==> config.mk <==
export PLATFORM = sky130hd
export DESIGN_NAME = wb_arbiter_2m
export DESIGN_NICKNAME = d
export VERILOG_FILES = /design/src/rtl/wb_arbiter_2m.sv
export SDC_FILE = /design/constraint.sdc
export NUM_CORES = 1
export LEC_CHECK = 0
export CAP_MARGIN = 25
export CORE_AREA = 2 2 125 127
export CTS_BUF_LIST = sky130_fd_sc_hd__clkbuf_4 sky130_fd_sc_hd__clkbuf_8 sky130_fd_sc_hd__clkbuf_16
export CTS_CLUSTER_DIAMETER = 150
export DETAILED_ROUTE_END_ITERATION = 10
export DIE_AREA = 0 0 127 129
export GPL_ROUTABILITY_DRIVEN = 0
export PLACE_DENSITY = 0.61
export SYNTH_ARGS = -nofsm -noshare
export SYNTH_HDL_FRONTEND = slang
export SYNTH_SLANG_ARGS = --single-unit
==> constraint.sdc <==
create_clock -name wb_clk_i -period 3.73 [get_ports wb_clk_i]
set_input_delay 0.373 -clock wb_clk_i [delete_from_list [all_inputs] [get_ports wb_clk_i]]
set_output_delay 0.373 -clock wb_clk_i [all_outputs]
set_load 0.02 [all_outputs]
==> src/rtl/wb_arbiter_2m.sv <==
// Two-master round-robin Wishbone arbiter with cycle lock and bus watchdog.
// Ports: m0/m1 master buses, s_* slave bus, wb_clk_i, async active-low wb_rst_ni.
module wb_arbiter_2m #(
  parameter int AW      = 32,
  parameter int DW      = 32,
  parameter int TIMEOUT = 255,
  parameter int CNT_W   = 8
) (
  input  logic            wb_clk_i,
  input  logic            wb_rst_ni,
  input  logic            m0_cyc_i,
  input  logic            m0_stb_i,
  input  logic            m0_we_i,
  input  logic [AW-1:0]   m0_adr_i,
  input  logic [DW-1:0]   m0_dat_i,
  input  logic [DW/8-1:0] m0_sel_i,
  output logic [DW-1:0]   m0_dat_o,
  output logic            m0_ack_o,
  output logic            m0_err_o,
  output logic            m0_gnt_o,
  input  logic            m1_cyc_i,
  input  logic            m1_stb_i,
  input  logic            m1_we_i,
  input  logic [AW-1:0]   m1_adr_i,
  input  logic [DW-1:0]   m1_dat_i,
  input  logic [DW/8-1:0] m1_sel_i,
  output logic [DW-1:0]   m1_dat_o,
  output logic            m1_ack_o,
  output logic            m1_err_o,
  output logic            m1_gnt_o,
  output logic            s_cyc_o,
  output logic            s_stb_o,
  output logic            s_we_o,
  output logic [AW-1:0]   s_adr_o,
  output logic [DW-1:0]   s_dat_o,
  output logic [DW/8-1:0] s_sel_o,
  input  logic [DW-1:0]   s_dat_i,
  input  logic            s_ack_i,
  input  logic            s_err_i
);

  localparam bit WD_EN = (TIMEOUT > 0);
  localparam logic [CNT_W-1:0] WD_LAST =
    CNT_W'((TIMEOUT > 0) ? TIMEOUT - 1 : 0);

  typedef enum logic [1:0] {
    IDLE = 2'd0,
    GNT0 = 2'd1,
    GNT1 = 2'd2
  } state_e;

  state_e           state_q, state_d;
  logic             last_gnt_q, last_gnt_d;
  logic [CNT_W-1:0] cnt_q, cnt_d;
  logic             blk_q, blk_d;
  logic             own_stb;
  logic             wd_fire;
  logic             pick0, pick1;

  assign m0_dat_o = s_dat_i;
  assign m1_dat_o = s_dat_i;

  // Exclusive picks: on a tie the master not granted last time wins.
  assign pick0 = m0_cyc_i & (~m1_cyc_i | last_gnt_q);
  assign pick1 = m1_cyc_i & (~m0_cyc_i | ~last_gnt_q);

  always_comb begin
    state_d    = state_q;
    last_gnt_d = last_gnt_q;
    unique case (state_q)
      IDLE: begin
        unique case (1'b1)
          pick0: begin
            state_d    = GNT0;
            last_gnt_d = 1'b0;
          end
          pick1: begin
            state_d    = GNT1;
            last_gnt_d = 1'b1;
          end
          default: ;
        endcase
      end
      GNT0: if (!m0_cyc_i) state_d = IDLE;
      GNT1: if (!m1_cyc_i) state_d = IDLE;
      default: state_d = IDLE;
    endcase
  end

  // Slave mux; blk_q masks stb after a watchdog abort.
  always_comb begin
    s_cyc_o  = 1'b0;
    s_stb_o  = 1'b0;
    s_we_o   = 1'b0;
    s_adr_o  = '0;
    s_dat_o  = '0;
    s_sel_o  = '0;
    own_stb  = 1'b0;
    m0_gnt_o = 1'b0;
    m1_gnt_o = 1'b0;
    unique case (state_q)
      GNT0: begin
        m0_gnt_o = 1'b1;
        own_stb  = m0_stb_i;
        s_cyc_o  = m0_cyc_i;
        s_stb_o  = m0_cyc_i & m0_stb_i & ~blk_q;
        s_we_o   = m0_we_i;
        s_adr_o  = m0_adr_i;
        s_dat_o  = m0_dat_i;
        s_sel_o  = m0_sel_i;
      end
      GNT1: begin
        m1_gnt_o = 1'b1;
        own_stb  = m1_stb_i;
        s_cyc_o  = m1_cyc_i;
        s_stb_o  = m1_cyc_i & m1_stb_i & ~blk_q;
        s_we_o   = m1_we_i;
        s_adr_o  = m1_adr_i;
        s_dat_o  = m1_dat_i;
        s_sel_o  = m1_sel_i;
      end
      default: ;
    endcase
  end

  assign wd_fire = WD_EN & (cnt_q == WD_LAST) & s_stb_o
                 & ~s_ack_i & ~s_err_i;

  assign m0_ack_o = m0_gnt_o & s_ack_i;
  assign m1_ack_o = m1_gnt_o & s_ack_i;
  assign m0_err_o = m0_gnt_o & (s_err_i | wd_fire);
  assign m1_err_o = m1_gnt_o & (s_err_i | wd_fire);

  always_comb begin
    cnt_d = cnt_q;
    blk_d = blk_q;
    if (state_q == IDLE || !s_stb_o || s_ack_i
        || s_err_i || wd_fire) begin
      cnt_d = '0;
    end else if (cnt_q != '1) begin
      cnt_d = cnt_q + 1'b1;
    end
    if (wd_fire) begin
      blk_d = 1'b1;
    end else if (state_q == IDLE || !own_stb) begin
      blk_d = 1'b0;
    end
  end

  always_ff @(posedge wb_clk_i or negedge wb_rst_ni) begin
    if (!wb_rst_ni) begin
      state_q    <= IDLE;
      last_gnt_q <= 1'b1;
      cnt_q      <= '0;
      blk_q      <= 1'b0;
    end else begin
      state_q    <= state_d;
      last_gnt_q <= last_gnt_d;
      cnt_q      <= cnt_d;
      blk_q      <= blk_d;
    end
  end

endmodule
==> impl_metrics.py <==
metrics = {
    "cells_and_area": {
        "nFillCells": 1584,
        "ff_latch_area_um2": 302,
        "multi_input_area_um2": 1470,
        "n_antenna_cell": 0,
        "drive_above_1_share": 0.0457,
        "design_area_um2": 4420,
        "final_cells": 648,
        "num-nets-final": 645,
        "syn2layout_area_growth_pct": 83.4,
    },
    "routing": {
        "dr_wl_met3_um": 825,
        "drt_wl_total_mm": 10.8,
        "dr.max_layer_used": "met4",
        "post_drt_via_cell_ratio": 4.44,
        "dr.pass1.iters": 5,
        "wl_met1_mm": 4.51,
        "postRouteAntennaNets": 0,
        "wl_per_cell_um": 16.7,
        "vias": 2874,
        "drt_iter0_markers": 113,
        "drc": 0,
        "met2_length_mm": 5.33,
    },
    "grt": {
        "grt_pass1_wl_mm": 15.4,
        "grt_max_degree": 42,
        "grt_use_total": 0.116,
        "antenna_found_initial": 0,
        "overflow": 0,
        "grt_pass1_vias": 2802,
    },
    "critical_path": {
        "cp_max_fo": 39,
        "crit_type": "flop to output pin",
        "crit_arrival_ns": 2.66,
        "critPathRequiredTime_ns": 3.36,
        "ff2ff_path_depth": 5,
        "crit_path_end_kind": "output pin",
        "startpoint_type": "flop",
        "reg2reg_setup_slack_ns": 1.51,
    },
    "clocking": {
        "numCtsBuffers": 3,
        "root_buffer": "clkbuf_16",
        "htree_num_levels": 1,
        "cts_resized": 0,
        "hold_buffers": 0,
        "clock_path_buffers": 2,
        "path_clk_slew_ns": 0.04,
        "clkSinkCount": 12,
        "worstSkewPairLatency_ns": 0.24,
        "post_cts_buffers": 0,
        "cts_tree": "done",
    },
    "placed_design": {
        "dp_cells": 644,
        "dp_hpwl_mm": 8.60,
        "post_dp_cell_area_um2": 4330,
        "port_buffers": 222,
    },
    "yosys": {
        "syn-num-nets": 505,
        "synth_compound_area_frac": 0.290,
        "synth_top_family_by_area": "compound AO/OA/AOI/OAI gates",
        "syn_inst": 321,
        "synth_fa_ha_area_frac": 0.0312,
        "ys_async_sr_fraction": 1.00,
        "ys_types": 37,
        "synthDominantCellAreaShare": 0.221,
        "synth_area_leader_cell": "a22oi_1",
        "ys.flop_type": "dfrtp_1",
        "synth_commonest_cells": "a22oi_1 (71), nor2b_1 (71), buf_4 (64)",
        "netlist_area_um2": 2410,
        "synth_xor_area_frac": 0,
        "muxShareOfSynthArea": 0,
        "ys_top_cells_by_area": "a22oi_1 (22%), buf_4 (20%), nor2b_1 (18%)",
        "yosys.area_share.simple": 0.284,
        "ys_seq_elements": 12,
        "syn_avg_cell_area_um2": 7.50,
        "ys_seq_area_frac": 0.125,
        "synth_edf_count": 0,
        "yosys_warnings": 0,
    },
    "sta": {
        "drv_slew": 0,
        "worst_pin_slew_ns": 0.587,
        "min_period_ns": 3.03,
        "fin_worst_skew_ns": 0.00178,
        "setup_tns_ns": 0,
        "slew_headroom": 0.608,
        "rsz0062_at_grt": "false",
        "hold_ws_ns": 0.506,
        "max_freq_mhz": 330,
        "setup_viol_count_final": 0,
        "finalHoldViolations": 0,
        "fin_crit_sh": 0.813,
    },
    "floorplan": {
        "fp-row-count": 45,
        "core_um2": 15000,
        "die_h_um": 129,
        "io_pins": 319,
        "die_x_um": 127,
        "fp.dieArea_um2": 16400,
        "initial_core_util": 0.161,
    },
    "power_and_ir_drop": {
        "irDropWorstVdd_uv": 232,
        "leakage_nw": 1.44,
        "p_per_area_nw_per_um2": 536,
    },
    "run_status": {
        "status": "finished, final reports clean",
    },
    "flow_run": {
        "maxCapViolCount": 0,
    },
    "hold_path": {
        "hold_path.class": "primary input to asynchronous set/reset pin",
    },
}
[sequential cells by signal (all words and copies together) (netlist names)]
register / count
cnt_q: 8
state_q: 2
blk_q: 1
last_gnt_q: 1
[cells by family (layout without fill, tap and decap cells)]
logic type	after synthesis	count (layout)
AO/OA/AOI/OAI	94	94
adder cells (fa/ha/maj)	6	6
flip-flops	12	12
AND/OR/NAND/NOR	107	107
buffers and inverters	102	241
[placed cells by master, fill, tap and decap left out, types with 2 or more instances in the layout]
cell	Yosys	final
nor4b_1	2	2
a31oi_1	6	6
nor2b_1	71	71
o21ai_0	6	6
buf_4	64	4
clkdlybuf4s50_1	0	222
nor4b_2	2	2
nor2_1	2	2
a21oi_1	2	2
nor4_1	6	6
clkbuf_16	0	3
and2_1	2	2
nand3_1	3	3
and3_1	2	2
ha_2	0	3
nand2_1	4	4
nand4_1	5	5
a22oi_1	71	71
inv_1	9	9
ha_1	6	3
dfrtp_1	11	11
buf_12	0	2
nor3_1	3	3
and3_4	2	2
[stage by stage]
| stage | total power [mW] | utilization | setup slack (ns) |
|---|---|---|---|
| floorplan | 1.37 | - | 1.43 |
| detailed placement | 2.17 | 0.289 | 0.925 |
| global route | 2.52 | 0.295 | 0.507 |
| CTS | 2.40 | 0.295 | 0.662 |
| global placement | 2.14 | 0.289 | 0.993 |
| finish | 2.37 | 0.295 | 0.697 |
[critical path, stage by stage, from the launching register on]
cell	delay, ns
dfrtp_1	0.39
inv_1	0.09
ha_2	0.71
buf_4	0.39
nor2b_1	0.18
clkdlybuf4s50_1	0.63
[final cells by class]
cell class / instances / area share
sequential: 12 / 0.0683
clock buffer: 4 / 0.0201
tap: 188 / 0.0533
multi-input combinational: 207 / 0.332
inverter: 9 / 0.00765
timing repair buffer: 228 / 0.519
[layer usage]
layer | global-route usage | up-vias
met5 | 0 | -
met4 | 0.0239 | 0
met3 | 0.0274 | 21
met2 | 0.200 | 141
met1 | 0.148 | 1338
li1 | - | 1374
[power by group]
part | internal [mW] | switching, mW | total (mW)
logic | 0.977 | 1.01 | 1.98
clock network | 0.162 | 0.0547 | 0.216
registers | 0.150 | 0.0149 | 0.165
total | 1.29 | 1.08 | 2.37
[path summary, 6_finish.rpt]
kind	start	endpoint
max in group asynchronous	wb_rst_ni	cnt_q[2]
min in group wb_clk_i	last_gnt_q	last_gnt_q
worst max-delay path	state_q[1]	s_sel_o[3]
worst min-delay path	wb_rst_ni	cnt_q[5]
worst min register to register	last_gnt_q	last_gnt_q
worst max register to register	state_q[1]	cnt_q[5]
Power figures use the tool's default switching activity.
